**src/rtl/codasip_memory_mem_rw_arbiter_pkg.sv**
```systemverilog
// Shared types and widths for the mem read_write port arbiter.
package codasip_memory_mem_arb_pkg;

    localparam int ADDR_W = 32;
    localparam int DATA_W = 32;
    localparam int SI_W   = 2;
    localparam int SC_W   = 3;
    localparam int CMD_W  = 3;
    localparam int RESP_W = 3;

    typedef enum logic [CMD_W-1:0] {
        CMD_IDLE  = 3'd0,
        CMD_READ  = 3'd1,
        CMD_WRITE = 3'd2
    } cmd_e;

    typedef enum logic [RESP_W-1:0] {
        RESP_WAIT = 3'd0,
        RESP_ACK  = 3'd1,
        RESP_ERR  = 3'd2
    } resp_e;

    typedef enum logic [1:0] {
        S_IDLE,
        S_ADDR,
        S_DATA_RD,
        S_DATA_WR
    } state_e;

endpackage

```
**src/rtl/codasip_memory_mem_rw_arbiter_if.sv**
```systemverilog
// Requester-side and memory-side REQ/IF/OF bus bundle for the mem port arbiter.
interface codasip_memory_mem_rw_arbiter_if #(
    parameter int NUM_REQ = 2
);
    import codasip_memory_mem_arb_pkg::*;

    logic [NUM_REQ-1:0][ADDR_W-1:0] rq_A0;
    logic [NUM_REQ-1:0][SI_W-1:0]   rq_SI0;
    logic [NUM_REQ-1:0][SC_W-1:0]   rq_SC0;
    logic [NUM_REQ-1:0][CMD_W-1:0]  rq_REQCMD0;
    logic [NUM_REQ-1:0][RESP_W-1:0] rq_REQRESP0;
    logic [NUM_REQ-1:0][CMD_W-1:0]  rq_IFCMD0;
    logic [NUM_REQ-1:0][RESP_W-1:0] rq_IFRESP0;
    logic [NUM_REQ-1:0][DATA_W-1:0] rq_Q0;
    logic [NUM_REQ-1:0][DATA_W-1:0] rq_D0;
    logic [NUM_REQ-1:0][CMD_W-1:0]  rq_OFCMD0;
    logic [NUM_REQ-1:0][RESP_W-1:0] rq_OFRESP0;

    logic [ADDR_W-1:0] mem_A0;
    logic [SI_W-1:0]   mem_SI0;
    logic [SC_W-1:0]   mem_SC0;
    logic [CMD_W-1:0]  mem_REQCMD0;
    logic [CMD_W-1:0]  mem_IFCMD0;
    logic [DATA_W-1:0] mem_D0;
    logic [CMD_W-1:0]  mem_OFCMD0;
    logic [RESP_W-1:0] mem_REQRESP0;
    logic [RESP_W-1:0] mem_IFRESP0;
    logic [RESP_W-1:0] mem_OFRESP0;
    logic [DATA_W-1:0] mem_Q0;

    // Arbiter view
    modport slave (
        input  rq_A0, rq_SI0, rq_SC0, rq_REQCMD0, rq_IFCMD0, rq_D0, rq_OFCMD0,
        input  mem_REQRESP0, mem_IFRESP0, mem_OFRESP0, mem_Q0,
        output rq_REQRESP0, rq_IFRESP0, rq_Q0, rq_OFRESP0,
        output mem_A0, mem_SI0, mem_SC0, mem_REQCMD0, mem_IFCMD0, mem_D0, mem_OFCMD0
    );

    // Environment view: requesters plus the memory
    modport master (
        output rq_A0, rq_SI0, rq_SC0, rq_REQCMD0, rq_IFCMD0, rq_D0, rq_OFCMD0,
        output mem_REQRESP0, mem_IFRESP0, mem_OFRESP0, mem_Q0,
        input  rq_REQRESP0, rq_IFRESP0, rq_Q0, rq_OFRESP0,
        input  mem_A0, mem_SI0, mem_SC0, mem_REQCMD0, mem_IFCMD0, mem_D0, mem_OFCMD0
    );

endinterface

```
**src/rtl/codasip_memory_mem_rw_arbiter_picker.sv**
```systemverilog
// Combinational round-robin one-hot select, searching from last_i+1 upward.
module codasip_rr_picker #(
    parameter int NUM_REQ = 2,
    parameter int IDX_W   = $clog2(NUM_REQ)
) (
    input  logic [NUM_REQ-1:0] req_i,
    input  logic [IDX_W-1:0]   last_i,
    output logic [NUM_REQ-1:0] gnt_o,
    output logic [IDX_W-1:0]   idx_o
);
    int   cand;
    logic found;

    always_comb begin
        gnt_o = '0;
        idx_o = '0;
        found = 1'b0;
        cand  = 0;
        for (int i = 1; i <= NUM_REQ; i++) begin
            cand = (int'(last_i) + i) % NUM_REQ;
            if (!found && req_i[IDX_W'(cand)]) begin
                gnt_o[IDX_W'(cand)] = 1'b1;
                idx_o               = IDX_W'(cand);
                found               = 1'b1;
            end
        end
    end

endmodule

```
**src/rtl/codasip_memory_mem_rw_arbiter.sv**
```systemverilog
// Round-robin arbiter sharing mem's read_write port; a transaction stays locked to one requester.
// Optional watchdog: define MEM_ARB_TIMEOUT_EN.
//   state     | meaning
//   S_IDLE    | no owner, arbitrate among pending requests
//   S_ADDR    | owner's address phase routed to memory
//   S_DATA_RD | owner's read-data phase (IF) routed
//   S_DATA_WR | owner's write-data phase (OF) routed
module codasip_memory_mem_rw_arbiter
    import codasip_memory_mem_arb_pkg::*;
#(
    parameter int NUM_REQ        = 2,
    parameter int TIMEOUT_CYCLES = 64
) (
    input  logic                           CLK,
    input  logic                           RST,
    codasip_memory_mem_rw_arbiter_if.slave bus,
    output logic [NUM_REQ-1:0]             grant_o,
    output logic                           timeout_o
);
    localparam int IDX_W = $clog2(NUM_REQ);

    state_e             state_q;
    logic [NUM_REQ-1:0] grant_q;
    logic [IDX_W-1:0]   gidx_q;
    logic [IDX_W-1:0]   last_q;
    logic [CMD_W-1:0]   cmd_q;
    logic [NUM_REQ-1:0] req_vec;
    logic [NUM_REQ-1:0] pick_gnt;
    logic [IDX_W-1:0]   pick_idx;
    logic               expire;

    always_comb begin
        req_vec = '0;
        for (int i = 0; i < NUM_REQ; i++) begin
            req_vec[i] = (bus.rq_REQCMD0[i] != CMD_IDLE);
        end
    end

    codasip_rr_picker #(
        .NUM_REQ (NUM_REQ),
        .IDX_W   (IDX_W)
    ) u_picker (
        .req_i  (req_vec),
        .last_i (last_q),
        .gnt_o  (pick_gnt),
        .idx_o  (pick_idx)
    );

`ifdef MEM_ARB_TIMEOUT_EN
    localparam int CNT_W = $clog2(TIMEOUT_CYCLES + 1);
    logic [CNT_W-1:0] cnt_q;
    logic             addr_done;

    // Clearing on the address ACK restarts the count for the data phase.
    assign addr_done = (state_q == S_ADDR) && (bus.mem_REQRESP0 == RESP_ACK);

    always_ff @(posedge CLK or posedge RST) begin
        if (RST) begin
            cnt_q <= '0;
        end else if (state_q == S_IDLE || addr_done) begin
            cnt_q <= '0;
        end else begin
            cnt_q <= cnt_q + CNT_W'(1);
        end
    end

    assign expire = (state_q != S_IDLE) && (cnt_q == CNT_W'(TIMEOUT_CYCLES));
`else
    // Watchdog compiled out; the parameter is kept so both builds share one interface.
    assign expire = (TIMEOUT_CYCLES < 0);
`endif

    always_ff @(posedge CLK or posedge RST) begin
        if (RST) begin
            state_q <= S_IDLE;
            grant_q <= '0;
            gidx_q  <= '0;
            last_q  <= IDX_W'(NUM_REQ - 1);
            cmd_q   <= '0;
        end else begin
            case (state_q)
                S_IDLE: begin
                    if (|req_vec) begin
                        grant_q <= pick_gnt;
                        gidx_q  <= pick_idx;
                        cmd_q   <= bus.rq_REQCMD0[pick_idx];
                        state_q <= S_ADDR;
                    end
                end
                S_ADDR: begin
                    if (expire) begin
                        last_q  <= gidx_q;
                        grant_q <= '0;
                        state_q <= S_IDLE;
                    end else if (bus.rq_REQCMD0[gidx_q] == CMD_IDLE) begin
                        // Abort leaves last_q alone so the same requester keeps its turn.
                        grant_q <= '0;
                        state_q <= S_IDLE;
                    end else if (bus.mem_REQRESP0 == RESP_ACK) begin
                        state_q <= (cmd_q == CMD_WRITE) ? S_DATA_WR : S_DATA_RD;
                    end
                end
                S_DATA_RD: begin
                    if (expire || bus.mem_IFRESP0 == RESP_ACK) begin
                        last_q  <= gidx_q;
                        grant_q <= '0;
                        state_q <= S_IDLE;
                    end
                end
                S_DATA_WR: begin
                    if (expire || bus.mem_OFRESP0 == RESP_ACK) begin
                        last_q  <= gidx_q;
                        grant_q <= '0;
                        state_q <= S_IDLE;
                    end
                end
                default: state_q <= S_IDLE;
            endcase
        end
    end

    always_comb begin
        bus.mem_A0      = '0;
        bus.mem_SI0     = '0;
        bus.mem_SC0     = '0;
        bus.mem_REQCMD0 = '0;
        bus.mem_IFCMD0  = '0;
        bus.mem_D0      = '0;
        bus.mem_OFCMD0  = '0;
        bus.rq_REQRESP0 = '0;
        bus.rq_IFRESP0  = '0;
        bus.rq_OFRESP0  = '0;
        bus.rq_Q0       = '0;
        case (state_q)
            S_ADDR: begin
                bus.mem_A0                  = bus.rq_A0[gidx_q];
                bus.mem_SI0                 = bus.rq_SI0[gidx_q];
                bus.mem_SC0                 = bus.rq_SC0[gidx_q];
                bus.mem_REQCMD0             = expire ? CMD_IDLE : bus.rq_REQCMD0[gidx_q];
                bus.rq_REQRESP0[gidx_q]     = expire ? RESP_ERR : bus.mem_REQRESP0;
            end
            S_DATA_RD: begin
                bus.mem_IFCMD0              = expire ? CMD_IDLE : bus.rq_IFCMD0[gidx_q];
                bus.rq_IFRESP0[gidx_q]      = expire ? RESP_ERR : bus.mem_IFRESP0;
                bus.rq_Q0[gidx_q]           = expire ? '0 : bus.mem_Q0;
            end
            S_DATA_WR: begin
                bus.mem_OFCMD0              = expire ? CMD_IDLE : bus.rq_OFCMD0[gidx_q];
                bus.mem_D0                  = bus.rq_D0[gidx_q];
                bus.rq_OFRESP0[gidx_q]      = expire ? RESP_ERR : bus.mem_OFRESP0;
            end
            default: ;
        endcase
    end

    assign grant_o   = grant_q;
    assign timeout_o = expire;

endmodule

```
**src/flat_wrapper.sv**
```systemverilog
// flat-port wrapper written by rule: the top's interface ports become plain ports
module codasip_memory_mem_rw_arbiter_flat import codasip_memory_mem_arb_pkg::*;
#(
    parameter int NUM_REQ        = 2,
    parameter int TIMEOUT_CYCLES = 64
)
  (CLK, RST, grant_o, timeout_o, bus_rq_A0, bus_rq_SI0, bus_rq_SC0, bus_rq_REQCMD0, bus_rq_IFCMD0, bus_rq_D0, bus_rq_OFCMD0, bus_mem_REQRESP0, bus_mem_IFRESP0, bus_mem_OFRESP0, bus_mem_Q0, bus_rq_REQRESP0, bus_rq_IFRESP0, bus_rq_Q0, bus_rq_OFRESP0, bus_mem_A0, bus_mem_SI0, bus_mem_SC0, bus_mem_REQCMD0, bus_mem_IFCMD0, bus_mem_D0, bus_mem_OFCMD0);
  codasip_memory_mem_rw_arbiter_if #(.NUM_REQ(NUM_REQ)) bus_i ();
  input  logic CLK;
  input  logic RST;
  output logic [NUM_REQ-1:0] grant_o;
  output logic timeout_o;
  input wire logic [$bits(bus_i.rq_A0)-1:0] bus_rq_A0;
  input wire logic [$bits(bus_i.rq_SI0)-1:0] bus_rq_SI0;
  input wire logic [$bits(bus_i.rq_SC0)-1:0] bus_rq_SC0;
  input wire logic [$bits(bus_i.rq_REQCMD0)-1:0] bus_rq_REQCMD0;
  input wire logic [$bits(bus_i.rq_IFCMD0)-1:0] bus_rq_IFCMD0;
  input wire logic [$bits(bus_i.rq_D0)-1:0] bus_rq_D0;
  input wire logic [$bits(bus_i.rq_OFCMD0)-1:0] bus_rq_OFCMD0;
  input wire logic [$bits(bus_i.mem_REQRESP0)-1:0] bus_mem_REQRESP0;
  input wire logic [$bits(bus_i.mem_IFRESP0)-1:0] bus_mem_IFRESP0;
  input wire logic [$bits(bus_i.mem_OFRESP0)-1:0] bus_mem_OFRESP0;
  input wire logic [$bits(bus_i.mem_Q0)-1:0] bus_mem_Q0;
  output wire logic [$bits(bus_i.rq_REQRESP0)-1:0] bus_rq_REQRESP0;
  output wire logic [$bits(bus_i.rq_IFRESP0)-1:0] bus_rq_IFRESP0;
  output wire logic [$bits(bus_i.rq_Q0)-1:0] bus_rq_Q0;
  output wire logic [$bits(bus_i.rq_OFRESP0)-1:0] bus_rq_OFRESP0;
  output wire logic [$bits(bus_i.mem_A0)-1:0] bus_mem_A0;
  output wire logic [$bits(bus_i.mem_SI0)-1:0] bus_mem_SI0;
  output wire logic [$bits(bus_i.mem_SC0)-1:0] bus_mem_SC0;
  output wire logic [$bits(bus_i.mem_REQCMD0)-1:0] bus_mem_REQCMD0;
  output wire logic [$bits(bus_i.mem_IFCMD0)-1:0] bus_mem_IFCMD0;
  output wire logic [$bits(bus_i.mem_D0)-1:0] bus_mem_D0;
  output wire logic [$bits(bus_i.mem_OFCMD0)-1:0] bus_mem_OFCMD0;
  assign bus_i.rq_A0 = bus_rq_A0;
  assign bus_i.rq_SI0 = bus_rq_SI0;
  assign bus_i.rq_SC0 = bus_rq_SC0;
  assign bus_i.rq_REQCMD0 = bus_rq_REQCMD0;
  assign bus_i.rq_IFCMD0 = bus_rq_IFCMD0;
  assign bus_i.rq_D0 = bus_rq_D0;
  assign bus_i.rq_OFCMD0 = bus_rq_OFCMD0;
  assign bus_i.mem_REQRESP0 = bus_mem_REQRESP0;
  assign bus_i.mem_IFRESP0 = bus_mem_IFRESP0;
  assign bus_i.mem_OFRESP0 = bus_mem_OFRESP0;
  assign bus_i.mem_Q0 = bus_mem_Q0;
  assign bus_rq_REQRESP0 = bus_i.rq_REQRESP0;
  assign bus_rq_IFRESP0 = bus_i.rq_IFRESP0;
  assign bus_rq_Q0 = bus_i.rq_Q0;
  assign bus_rq_OFRESP0 = bus_i.rq_OFRESP0;
  assign bus_mem_A0 = bus_i.mem_A0;
  assign bus_mem_SI0 = bus_i.mem_SI0;
  assign bus_mem_SC0 = bus_i.mem_SC0;
  assign bus_mem_REQCMD0 = bus_i.mem_REQCMD0;
  assign bus_mem_IFCMD0 = bus_i.mem_IFCMD0;
  assign bus_mem_D0 = bus_i.mem_D0;
  assign bus_mem_OFCMD0 = bus_i.mem_OFCMD0;
  codasip_memory_mem_rw_arbiter #(.NUM_REQ(NUM_REQ), .TIMEOUT_CYCLES(TIMEOUT_CYCLES)) u_core (.CLK(CLK), .RST(RST), .bus(bus_i), .grant_o(grant_o), .timeout_o(timeout_o));
endmodule
```
**config.mk**
```make
export PLATFORM = sky130hd
export DESIGN_NAME = codasip_memory_mem_rw_arbiter_flat
export DESIGN_NICKNAME = d
export VERILOG_FILES = /design/src/rtl/codasip_memory_mem_rw_arbiter_pkg.sv /design/src/rtl/codasip_memory_mem_rw_arbiter_if.sv /design/src/rtl/codasip_memory_mem_rw_arbiter_picker.sv /design/src/rtl/codasip_memory_mem_rw_arbiter.sv /design/src/flat_wrapper.sv
export SDC_FILE = /design/constraint.sdc
export NUM_CORES = 1
export LEC_CHECK = 0
export ABC_AREA = 1
export BUFFER_PORTS_ARGS = -buffer_cell sky130_fd_sc_hd__buf_2
export CAP_MARGIN = 20
export CORE_AREA = 2 2 139 141
export CTS_BUF_LIST = sky130_fd_sc_hd__clkbuf_4
export CTS_CLUSTER_DIAMETER = 50
export DETAILED_ROUTE_END_ITERATION = 12
export DIE_AREA = 0 0 141 143
export PLACE_DENSITY = 0.39
export SLEW_MARGIN = 10
export SYNTH_ARGS = -nofsm -noshare
export SYNTH_HDL_FRONTEND = slang
export SYNTH_SLANG_ARGS = --single-unit
```
**constraint.sdc**
```tcl
create_clock -name CLK -period 3.1 [get_ports CLK]
set_clock_uncertainty 0.1 [all_clocks]
set_input_delay 0.62 -clock CLK [delete_from_list [all_inputs] [get_ports CLK]]
set_output_delay 0.62 -clock CLK [all_outputs]
set_load 0.01 [all_outputs]
```
Word-level counts from Yosys, hierarchy flattened
Index checks and enable logic that the tools add are counted. Widths: inputs -> output; s select.

Add/sub/neg operators: 2. Multiply operators: 0. Div/mod/pow operators: 0. Order comparisons: 7. Eq/ne operators: 12. Shift-type cells: 0. Multiplexer cells: 57. Bitwise logic cells: 5. Reduce and logical (&&, ||, !) cells: 15.

Operators by type and width (number): $mux 32 (7); $and 64x64->64 (1); $mux 64 (1); $mux 3 (15); $demux 32 s1 (1); $mux 2 (12); $and 6x6->6 (3); $mux 6 (3); $pmux 2 s4 (2); $mux 1 (12); $eq 3x1->1 const B (3); $ne 2x1->1 const B (4); $reduce_and 4->1 (2); $lt 1x3->1 const B (2); $reduce_bool 3->1 (2); $eq 2x2->1 const B (2); $logic_and 1x1->1 (4); $lt 1x2->1 const B (2); $demux 3 s1 (1); $eq 3x2->1 const B (1); $ge 1x1->1 const B (3); $logic_not 3->1 (1); $ne 3x1->1 const B (1); $reduce_and 3->1 (1); 10 further kinds (12).

Register bits after elaboration: 9. Latch bits: 0. Bits in writable memories: 0. Bits in read-only memories: 0. Memories kept: 0.

Depth between registers and ports, before layout
Depth in word-level cells: 10. Gate-level depth with buffers: 10.

Hierarchy
Synthesis repeated with hierarchy kept, for this count alone.

Cell total of the unflattened synthesis: 486. Area, all modules: 2227.1 um^2.

By module, submodules not included: codasip_memory_mem_rw_arbiter (instances 1, cells each 480, area each 2198.4 um^2); codasip_rr_picker (instances 1, cells each 6, area each 28.8 um^2).

Least setup slack after synthesis
No wires, ideal clock.

Path kind: flip-flop to output port. Start point: reg u_core.gidx_q. End point: out bus_mem_A0[10]. Data arrival time: 1161 ps. Data required time: 2380 ps. Setup slack: 1219 ps. Cell stages (with the launch flop): 6. Buffers on the path: 2. Path through: dfrtp_1 > inv_1 > buf_6 > clkbuf_1 > nand2_1 > a21oi_1.

Word-level cells in the longest chain between the ends: 3.

Ends and longest elaborated chain: from (decl) (RTL line codasip_memory_mem_rw_arbiter.sv:24) `logic [IDX_W-1:0] gidx_q;`; from (signal assigned) (RTL line codasip_memory_mem_rw_arbiter.sv:85) `gidx_q <= pick_idx;`; $mux 32 (implied by the code) (2 in series) (RTL line codasip_memory_mem_rw_arbiter.sv:136) `bus.mem_A0 = bus.rq_A0[gidx_q];`; $mux 32 (RTL line codasip_memory_mem_rw_arbiter.sv:134) `case (state_q)`; to (decl) (RTL line flat_wrapper.sv:28) `output wire logic [$bits(bus_i.mem_A0)-1:0] bus_mem_A0;`.

No other way between the ends. The select of a mux whose other input is x is not followed.

Final worst setup path
Start point: reg u_core.gidx_q. End point: out bus_mem_D0[8].

Word-level cells in the longest chain between the ends: 3.

Ends and longest elaborated chain: $mux 32 (implied by the code) (2 in series) (RTL line codasip_memory_mem_rw_arbiter.sv:149) `bus.mem_D0 = bus.rq_D0[gidx_q];`; $mux 32 (RTL line codasip_memory_mem_rw_arbiter.sv:134); to (decl) (RTL line flat_wrapper.sv:33) `output wire logic [$bits(bus_i.mem_D0)-1:0] bus_mem_D0;`.

No other way between the ends. The select of a mux whose other input is x is not followed.

==> results.cfg <==
[logic_synthesis]
yosysUniqueCellTypes = 22
synth_top_area_share_pct = 29.21
yosysMostFrequentCell = nand2_1
yosysTopAreaCell = nand2_1
postSynthAreaPerCell_um2 = 4.625
ys_dominant_reg_cell = dfrtp_1
syn_inst = 475
synth_seq_cells = 8
synth-edff-count = 0
synth_area_um2 = 2197
ys_seq_area_share_pct = 9.169
synth_area_leaders = nand2_1 (29%), a21oi_1 (17%), nor2_1 (15%)
synth_top_cells_by_count = nand2_1 (171), nor2_1 (90), a21oi_1 (76)
async_reset_ff_share_pct = 100.0
yosys_warnings = 0

[power_and_ir_drop]
p_leak_uw = 0.002832
cellPowerDensity_nw_per_um2 = 630.0
internal-power_uw = 1007
switching_share_pct = 61.65
p_comb_share_pct = 86.8
seqPwrFrac_pct = 9.6
irDropWorstVdd_mv = 0.3190
clkPwrFrac_pct = 3.6
p_sw_uw = 1618

[route]
drtIter0Drc = 120
first_pass_iters = 4
ant_nets = 0
vias = 4014
drc = 0
wire_per_inst_um = 12.42
routed_wl_mm = 12.96
viasPerCell = 3.849

[grt]
antenna_found_initial = 2
grt_pass1_wl_mm = 17.87
grt.total_usage_pct = 10.93
grt_pass1_vias = 3584
grt_overflow = 0
grt_max_degree = 78

[clock_network]
postCtsHoldBufs = 0
cts-resized-gates = 0
cts-root-buf = clkbuf_4
clkTransAtPathRegs_ps = 60
cts_tree = done
cts_buffer_depth = 2
clkSinkCount = 8
post-cts-setup-buffer-count = 0
cts_buffers = 3
insertion_delay_ps = 260
htreeDepth = 1

[worst_setup_path]
start_kind = flop
cp.arrival_ps = 1840
crit_path_end_kind = output port
cp_max_fo = 77
required_ps = 2380
critPathKind = flop to output port

[finish]
final_layout_size_suffix_gt1_share_pct = 47.28
nets = 1008
final-instance-count-excl-fill = 1043
area_growth_pct = 89.64

[sta]
finalHoldViolCount = 0
fin_ws_ps = 542.2
final_max_slew_viol_count = 0
setup_viol = 0
max_slew.worst_pin.slew_ps = 801.8
fin_setup_tns_ps = 0
post-route-min-period_ps = 2558
period_share_pct = 82.51
fmax_mhz = 391.0
slew_headroom_pct = 46.47
rsz0062_at_grt = false

[floorplanning]
die_x_um = 141
core-area_um2 = 18580
num_rows = 50
die-area_um2 = 20160
ios = 362
dieHeight_um = 143
initial_core_util_pct = 11.82

[placement]
post-dp-hpwl_mm = 10.57
gp_congestion = 0.7542
dp_slack_ps = 791.0
port_buffers = 359
dpl.cell_count = 1038

[min_path]
hp-class = input port to asynchronous set/reset pin

[run]
drv_cap = 0

[outcome]
status = complete, no violations
through the flow:
step	power [µW]	hold WS (ps)	instance area [µm²]	util (%)
detailed placement	2568	367.3	4134	22.25
finish	2625	182.3	4167	22.42
global route	2927	203.6	4167	22.42
floorplan	1723	334.9	2201	-
global placement	2603	364.0	4134	22.25
CTS	2670	192.7	4164	22.41
worst max-delay path, stage by stage, from the launching register on:
cell and delay, ps:
dfrtp_2 560, inv_2 200, buf_12 310, nand2_1 90, a21oi_1 190, buf_2 180
layer usage:
metal	vias up	share of wire (%)	global-route usage [%]
met3	20	6.7	1.643
met1	1685	37	11.41
met5	-	0.12	0
met2	202	54	22.62
li1	2105	-	-
met4	2	2.1	2.579
power by group through the flow:
stage	clock, µW	combinational, µW	sequential [µW]
floorplan	0	1520	204
global placement	0	2350	257
detailed placement	0	2310	256
CTS	96.8	2320	254
global route	102	2560	264
finish	94.8	2280	251
worst paths after layout:
check                                               from  cells past startpoint                             to  slack (ps)
hold reg to reg            u_core.grant_o[0]$_DFFE_PP0P_                      2  u_core.grant_o[0]$_DFFE_PP0P_         380
max in group asynchronous                            RST                      2      u_core.last_q$_DFFE_PP1P_        2420
setup / recovery               u_core.gidx_q$_DFFE_PP0P_                      5                  bus_mem_D0[8]         540
setup reg to reg               u_core.gidx_q$_DFFE_PP0P_                      9  u_core.state_q[0]$_DFFE_PP0P_        1220
min in group CLK           u_core.grant_o[0]$_DFFE_PP0P_                      2  u_core.grant_o[0]$_DFFE_PP0P_         380
hold / removal                                       RST                      2  u_core.grant_o[0]$_DFFE_PP0P_         180
state kept, by name, indices dropped and copies added (netlist names):
register	flops
u_core.gidx_q	1
u_core.state_q	2
u_core.cmd_q	3
u_core.grant_o	1
u_core.last_q	1
cell families (layout without fill, tap and decap cells):
logic type             after synthesis  after routing  synth area share (%)
buffers and inverters               91            423                 18.91
AO/OA/AOI/OAI                       85             85                 19.48
AND/OR/NAND/NOR                    290            290                 52.28
other                                1              3                0.1707
flip-flops                           8              8                 9.169
area by class of cell:
| class | instances | area (µm²) |
|---|---|---|
| diodes | 1 | 2.502 |
| clock buffers | 4 | 30.03 |
| fillers | 2187 | 14410 |
| inverters | 58 | 217.7 |
| multi-input cells | 377 | 1584 |
| flip-flops and latches | 8 | 202.7 |
| well taps | 234 | 292.8 |
| repair buffers | 361 | 1837 |
cells in the final DEF (no fill, tap or decap):
master,count
nand3_2,1
buf_2,359
nand2_2,7
diode_2,1
conb_1,2
nor2_1,90
nor3_1,7
buf_12,2
nand3_1,11
o21ai_0,6
nor2_2,1
inv_1,53
nor2_4,1
a21oi_1,76
dfrtp_2,1
nor3b_1,1
clkbuf_4,4
dfrtp_1,6
o211ai_1,1
inv_2,5
dfstp_2,1
o21ai_1,2
nand2_1,171
Power figures use the tool's default switching activity.
